[src/rtl/regfile_defs.sv]
// Shared sizing and register index constants for the 8x16 register file.
package regfile_defs;

    localparam int unsigned REG_DATA_W = 16;
    localparam int unsigned REG_ADDR_W = 3;
    localparam int unsigned REG_DEPTH  = 8;

    // Register indices used by benches and the control unit
    localparam logic [REG_ADDR_W-1:0] R0 = 3'd0;
    localparam logic [REG_ADDR_W-1:0] R1 = 3'd1;
    localparam logic [REG_ADDR_W-1:0] R2 = 3'd2;
    localparam logic [REG_ADDR_W-1:0] R3 = 3'd3;
    localparam logic [REG_ADDR_W-1:0] R4 = 3'd4;
    localparam logic [REG_ADDR_W-1:0] R5 = 3'd5;
    localparam logic [REG_ADDR_W-1:0] R6 = 3'd6;
    localparam logic [REG_ADDR_W-1:0] R7 = 3'd7;

endpackage

[src/rtl/reg16_ld.sv]
// Data register with synchronous active-high reset and load enable.
module reg16_ld
    import regfile_defs::*;
#(
    parameter int unsigned         DATA_W  = REG_DATA_W,
    parameter logic [DATA_W-1:0]   RST_VAL = '0
) (
    input  logic              clk,
    input  logic              reset,
    input  logic              ld,
    input  logic [DATA_W-1:0] d,
    output logic [DATA_W-1:0] q
);

    always_ff @(posedge clk) begin
        if (reset) begin
            q <= RST_VAL;
        end else if (ld) begin
            q <= d;
        end
    end

endmodule

[src/rtl/reg_file_8x16.sv]
// 8x16 register file with one write port, two combinational read ports and
// an N/Z/C status register. Define REGFILE_BYPASS_EN for write-to-read forwarding.
module reg_file_8x16
    import regfile_defs::*;
#(
    parameter int unsigned       DATA_W  = REG_DATA_W,
    parameter int unsigned       ADDR_W  = REG_ADDR_W,
    parameter logic [DATA_W-1:0] RST_VAL = 16'h0000
) (
    input  logic              clk,
    input  logic              reset,
    input  logic              W_En,
    input  logic [ADDR_W-1:0] W_Addr,
    input  logic [DATA_W-1:0] W,
    input  logic [ADDR_W-1:0] R_Addr,
    input  logic [ADDR_W-1:0] S_Addr,
    output logic [DATA_W-1:0] R,
    output logic [DATA_W-1:0] S,
    input  logic              Flag_En,
    input  logic              N_In,
    input  logic              Z_In,
    input  logic              C_In,
    output logic              N_Q,
    output logic              Z_Q,
    output logic              C_Q
);

    localparam int unsigned DEPTH = 1 << ADDR_W;

    logic [DEPTH-1:0]  ld;
    logic [DATA_W-1:0] q [DEPTH];
    logic [2:0]        flags;

    // Write address decode gated by the write enable
    always_comb begin
        ld = '0;
        for (int i = 0; i < DEPTH; i++) begin
            ld[i] = W_En && (W_Addr == ADDR_W'(i));
        end
    end

    for (genvar g = 0; g < DEPTH; g++) begin : g_reg
        reg16_ld #(
            .DATA_W  (DATA_W),
            .RST_VAL (RST_VAL)
        ) u_reg (
            .clk   (clk),
            .reset (reset),
            .ld    (ld[g]),
            .d     (W),
            .q     (q[g])
        );
    end

    // Read muxes; forwarding is held off during reset so reads stay on stored state
    always_comb begin
        R = q[R_Addr];
        S = q[S_Addr];
`ifdef REGFILE_BYPASS_EN
        if (W_En && !reset && (W_Addr == R_Addr)) begin
            R = W;
        end
        if (W_En && !reset && (W_Addr == S_Addr)) begin
            S = W;
        end
`endif
    end

    // Status register: same load-register pattern, 3 bits wide
    always_ff @(posedge clk) begin
        if (reset) begin
            flags <= 3'b000;
        end else if (Flag_En) begin
            flags <= {N_In, Z_In, C_In};
        end
    end

    assign N_Q = flags[2];
    assign Z_Q = flags[1];
    assign C_Q = flags[0];

endmodule

[config.mk]
export PLATFORM = sky130hd
export DESIGN_NAME = reg_file_8x16
export DESIGN_NICKNAME = d
export VERILOG_FILES = /design/src/rtl/regfile_defs.sv /design/src/rtl/reg16_ld.sv /design/src/rtl/reg_file_8x16.sv
export SDC_FILE = /design/constraint.sdc
export NUM_CORES = 1
export LEC_CHECK = 0
export ABC_AREA = 1
export BUFFER_PORTS_ARGS = -buffer_cell sky130_fd_sc_hd__buf_2
export CORE_ASPECT_RATIO = 1.1
export CORE_MARGIN = 2
export CORE_UTILIZATION = 46
export DETAILED_ROUTE_END_ITERATION = 10
export SYNTH_ARGS = -nofsm -noshare
export SYNTH_HDL_FRONTEND = slang
export SYNTH_SLANG_ARGS = --single-unit
[constraint.sdc]
create_clock -name clk -period 2.7 [get_ports clk]
set_clock_uncertainty 0.15 [all_clocks]
set_input_delay 0.27 -clock clk [delete_from_list [all_inputs] [get_ports clk]]
set_output_delay 0.27 -clock clk [all_outputs]
set_load 0.02 [all_outputs]
==> results of run 1 <==
[worst max-delay path, delay by kind of cell]
kind | cells | cell delay (ps)
simple gates | 2 | 300
buf+inv | 3 | 1050
[through the flow]
stage               worst slack [ps]  hold WS [ps]  util [%]  power, mW
global placement                 624           312      49.9       2.90
detailed placement               677           320      49.9       2.90
global route                     579          33.9      53.8       5.33
floorplan                       1220           255         -       2.63
CTS                              674          15.2      53.8       5.14
finish                           650          26.7      53.8       5.12
[registers in the layout (all words and copies together) (netlist names)]
name / count
g.u_reg.q: 128
flags: 3
[power by group through the flow]
stage | Sequential (mW) | Clock, mW | Combinational [mW]
after floorplan | 2.07 | 0 | 0.561
after global placement | 2.08 | 0 | 0.822
after detailed placement | 2.08 | 0 | 0.822
after CTS | 2.04 | 2.27 | 0.832
after global routing | 2.04 | 2.35 | 0.937
final | 2.04 | 2.25 | 0.840
[kinds of logic after synthesis]
| group | Yosys count |
|---|---|
| buffers and inverters | 225 |
| AO/OA/AOI/OAI | 131 |
| flip-flops | 131 |
| AND/OR/NAND/NOR | 820 |
[worst max path at each step]
stage              start     to  slack [ps]
4_1_cts        S_Addr[2]  S[12]         670
3_3_place_gp   S_Addr[2]   S[0]         620
6_report       S_Addr[2]  S[15]         650
5_1_grt        S_Addr[0]  S[10]         580
2_1_floorplan  R_Addr[2]  R[10]        1220
3_5_place_dp   S_Addr[2]  S[15]         680
[timing repair]
action | in CTS | in global routing
gates resized for setup | 0 | 0
hold endpoints to repair | 3 | 0
hold buffers | 6 | 0
[cell usage after synthesis (all sizes together)]
cell / number / area (um^2)
clkbuf: 39 / 151
inv: 145 / 544
o21ai: 131 / 656
dfxtp: 131 / 2620
nor2: 267 / 1020
buf: 37 / 228
clkinv: 4 / 20.0
nand3: 128 / 641
nand2: 425 / 1620
[layer usage]
metal  track usage, %  wire [um]
met4             10.5        668
met3             5.21       1760
met2             50.1      11600
met5                0          0
met1             40.9      11900
[layout make-up]
class / instances / area (um^2) / area share (%)
clock buffer: 19 / 443 / 5.20
multi-input combinational: 951 / 3940 / 46.2
inverter: 149 / 564 / 6.62
antenna: 1 / 2.50 / 0.0294
timing repair buffer: 94 / 593 / 6.96
sequential: 131 / 2620 / 30.8
clock inverter: 11 / 114 / 1.34
tap: 200 / 250 / 2.94
==> metrics, run 1 <==
Final Max Slew Viols=0; cells along the critical path=buf_2 > inv_1 > nand2_1 > nand2_1 > buf_2; DR WL/cell=16.7 um; CP required=2280 ps; cell area after layout=8530 um^2; Final ANT Viol Nets=0; grt total ovfl=0; Buffers on Ports=66; final setup fails=0; relative max-transition margin=48.6%; setup bufs post-CTS=0; Placed Cells=1519; Vias=7954; Slowest Stage Delay on Critical Path=490 ps; core area=15900 um^2; Cell Area, Synth=7500 um^2; Die Height=138 um; R2R depth=3; First-pass DRT Iterations=5; DRT Wirelength=26000 um; mux share of post-synthesis cell area=0%; WS Path Type=in -> out; CTS tree=yes; Root Buffer=clkbuf_16; Max VDD drop=0.000423 V; number of distinct library cells after synthesis=18; status=finished clean; MaxCap Viol Count=0; Lkg Pwr=4.33 nW; Adder-Cell Fraction of Synth Area=0%; total CTS buffers=17; measured slew at the worst slew-check pin=770 ps; die width=126 um; hold path depth=3; I/O pins=67; highest-delay cell along the critical path=inv_1; Worst setup EP type=primary output; largest net degree at the start of global routing=65; Period minus WS final=2050 ps; share of layout cells above drive strength 1=10.4%; Final #Nets=1376; Initial DRC Count=770; Clk Latency, worst-skew pair=420 ps; Sequential Power Share=39.7%; H-tree depth=4; CP arrival=1630 ps; Syn Inst Count=1307; RSZ-0062 raised after global routing=no; syn_nets=1339; reg-to-reg endpoint=flags[2]; Die ar.=17300 um^2; Synth warnings=0; routability cong.=0.825; PwrDens=601 nW/um^2; final hold violations=0; Synth Register Bits=131; Clk pwr share=43.9%; Simple-Gate Fraction of Synth Area=43.7%; period utilisation layout=75.9%; Switch Pwr=1.49 mW; # rows=48; Worst setup SP type=input pin; Post-Synth XOR/XNOR Area=0%; Total Routing Usage GR=30.5%; Finished Layout Cells=1556; filler instances=1752; clock slew at reported path FFs=60 ps; share of the yosys chip area belonging to registers=35.0%; most frequent cells in the layout=nand2_1 (416), nor2_1 (263), inv_1 (138); Fmax=488 MHz; DRC=0; largest family of logic cells by synthesized area=simple AND/OR/NAND/NOR gates; setup TNS=0 ps; r2r setup slk=1370 ps; Synth Area in Compound Gates=8.74%; CTS Sinks=131; commonest non-fill, non-tap cell in the layout=nand2_1; Longest Clk Path Bufs=2; post-DP HPWL=15500 um; Post-DP Area=7910 um^2; Hold Path Class=in -> reg; number of global-route vias before repair=7403; r2r startpoint=flags[2]; sw frac=29.2%; Area growth, synth to finish=13.6%; Max FO, Critical Path=17; initial core utilization=47.3%; first-pass GRT wire length=40600 um; Avg Inst Size Synth=5.74 um^2; Vias/cell=5.11; initial antenna violation count=2; Pint=3.63 mW; Min-Delay Endpoint=g_reg[7].u_reg.q[2]; Hold Path Origin=W[2]; Comb pwr share=16.4%
Power figures use the tool's default switching activity.
==> run 2: changes to the inputs <==
Settings changed: PLACE_DENSITY set to 0.67.
Clock period 2.7 ns to 1.7 ns, I/O delays scaled along.
==> metrics, run 2 (synthesis gave the netlist of run 1 again) <==
measured slew at the worst slew-check pin=641 ps (-129 ps); WS Path Type=reg -> out; initial antenna violation count=0 (-2); Finished Layout Cells=1579 (+1.5%); CTS tree=yes; PwrDens=920 nW/um^2 (+53%); first-pass GRT wire length=40100 um (-1.1%); relative max-transition margin=57.2% (+8.6 points); H-tree depth=4 (unchanged); Fmax=604 MHz; highest-delay cell along the critical path=dfxtp_1; max reg flops=128 (unchanged); period utilisation layout=97.3%; number of global-route vias before repair=7530 (+1.7%); Final ANT Viol Nets=0 (unchanged); final setup fails=0 (unchanged); Hold Path Class=in -> reg; Total Routing Usage GR=29.6% (-0.93 points); setup TNS=0 ps (unchanged); clock slew at reported path FFs=60 ps (about the same); R2R depth=2 (-1); most frequent cells in the layout=nand2_1 (395), nor2_1 (263), o21ai_0 (126); MaxCap Viol Count=0 (unchanged); diodes inserted=0 (-1); most frequent CP cell=nand2_1; core area=15900 um^2 (unchanged); hold path depth=5 (+2); final hold violations=0 (unchanged); routability cong.=0.868 (+5.3%); Die Height=138 um (unchanged); Slowest Stage Delay on Critical Path=330 ps (-160 ps); CP arrival=1330 ps (-300 ps); Max VDD drop=0.000652 V (+54%); Clk Latency, worst-skew pair=430 ps (about the same); Vias=8278 (+4.1%); status=finished clean; Initial DRC Count=757 (-1.7%); DRC=0 (unchanged); die width=126 um (unchanged); Final Max Slew Viols=0 (unchanged); Lkg Pwr=4.53 nW (+4.6%); Area growth, synth to finish=21.8%; Max FO, Critical Path=2 (-15); DRT Wirelength=25300 um (-2.9%); Worst setup EP type=primary output; cell area after layout=9140 um^2 (+7.2%); largest reg by FF count=g.u_reg.q; Worst setup SP type=register; Largest regs=g.u_reg.q: 128 flops, flags: 3 flops; Period minus WS final=1650 ps; Final #Nets=1399 (+1.7%); cells along the critical path=inv_1 > nand2_1 > nand3_1 > nand2_1 > nand2_1 > nand2_2 > buf_6; Placed Cells=1525 (+0.39%); commonest non-fill, non-tap cell in the layout=nand2_1; DR WL/cell=16.0 um (-4.3%); Root Buffer=clkbuf_16; First-pass DRT Iterations=6 (+1); I/O pins=67 (unchanged); Longest Clk Path Bufs=2 (unchanged); setup bufs post-CTS=0 (unchanged); total CTS buffers=17 (unchanged); initial core utilization=47.3% (unchanged); Vias/cell=5.24 (+2.6%); largest net degree at the start of global routing=132 (+100%); # rows=48 (unchanged); CP required=1380 ps (-900 ps); Die ar.=17300 um^2 (unchanged); Post-DP Area=8040 um^2 (+1.7%); Buffers on Ports=66 (unchanged); WHS=134 ps (+108 ps); post-DP HPWL=15300 um (-1.2%); share of layout cells above drive strength 1=16.8% (+6.4 points); CTS Sinks=131 (unchanged); grt total ovfl=0 (unchanged)
## run 2: path summary, 6_finish.rpt
kind | end | start | slack [ps]
max | R[6] | g_reg[4].u_reg.q[6] | 50
min | flags[1] | reset | 130
min reg2reg | g_reg[1].u_reg.q[10] | g_reg[1].u_reg.q[10] | 320
max reg2reg | g_reg[7].u_reg.q[13] | g_reg[7].u_reg.q[13] | 900
## run 2: what timing repair did
action | 4_1_cts | 5_1_grt
endpoints found under the hold margin | 98 | 0
endpoints found under the setup margin | 3 | 32
resized for setup | 4 | 132
pin swaps | 0 | 25
hold buffers | 23 | 0
## run 2: critical path, delay by kind of cell, from the launching register on
kind	cells	cell delay, ps
flip-flops	1	330
buffers and inverters	2	180
AND/OR/NAND/NOR	5	400
## run 2: layout make-up
type | count | area [um^2]
fill | 1638 | 6720
multi-input combinational | 951 | 4020
tap | 200 | 250
clock inverter | 2 | 37.5
timing repair buffer | 117 | 1040
inverter | 149 | 564
sequential | 131 | 2680
clock buffer | 29 | 551
## run 2: power by group
group | internal (mW) | leakage [nW] | switching [mW]
Clock | 2.32 | 0.286 | 1.34
Sequential | 3.19 | 1.09 | 0.0556
Combinational | 0.548 | 3.16 | 0.957
## run 2: metrics by stage
| stage | utilization [%] | total power [mW] | worst slack (ps) |
|---|---|---|---|
| 5_1_grt | 57.6 | 8.75 | -24.7 |
| 3_3_place_gp | 50.7 | 4.62 | 106 |
| 3_5_place_dp | 50.7 | 4.64 | 91.3 |
| 6_report | 57.6 | 8.41 | 45.4 |
| 4_1_cts | 55.9 | 8.32 | 4.57 |
| 2_1_floorplan | - | 4.18 | 419 |
## run 2: routing by layer
layer / vias to the layer above / global-route usage [%] / part of all wire, %
li1: 4098 / - / -
met1: 3728 / 39.3 / 44
met2: 392 / 48.0 / 45
met3: 60 / 4.55 / 7.9
met4: 0 / 12.9 / 3.0
met5: - / 0 / 0
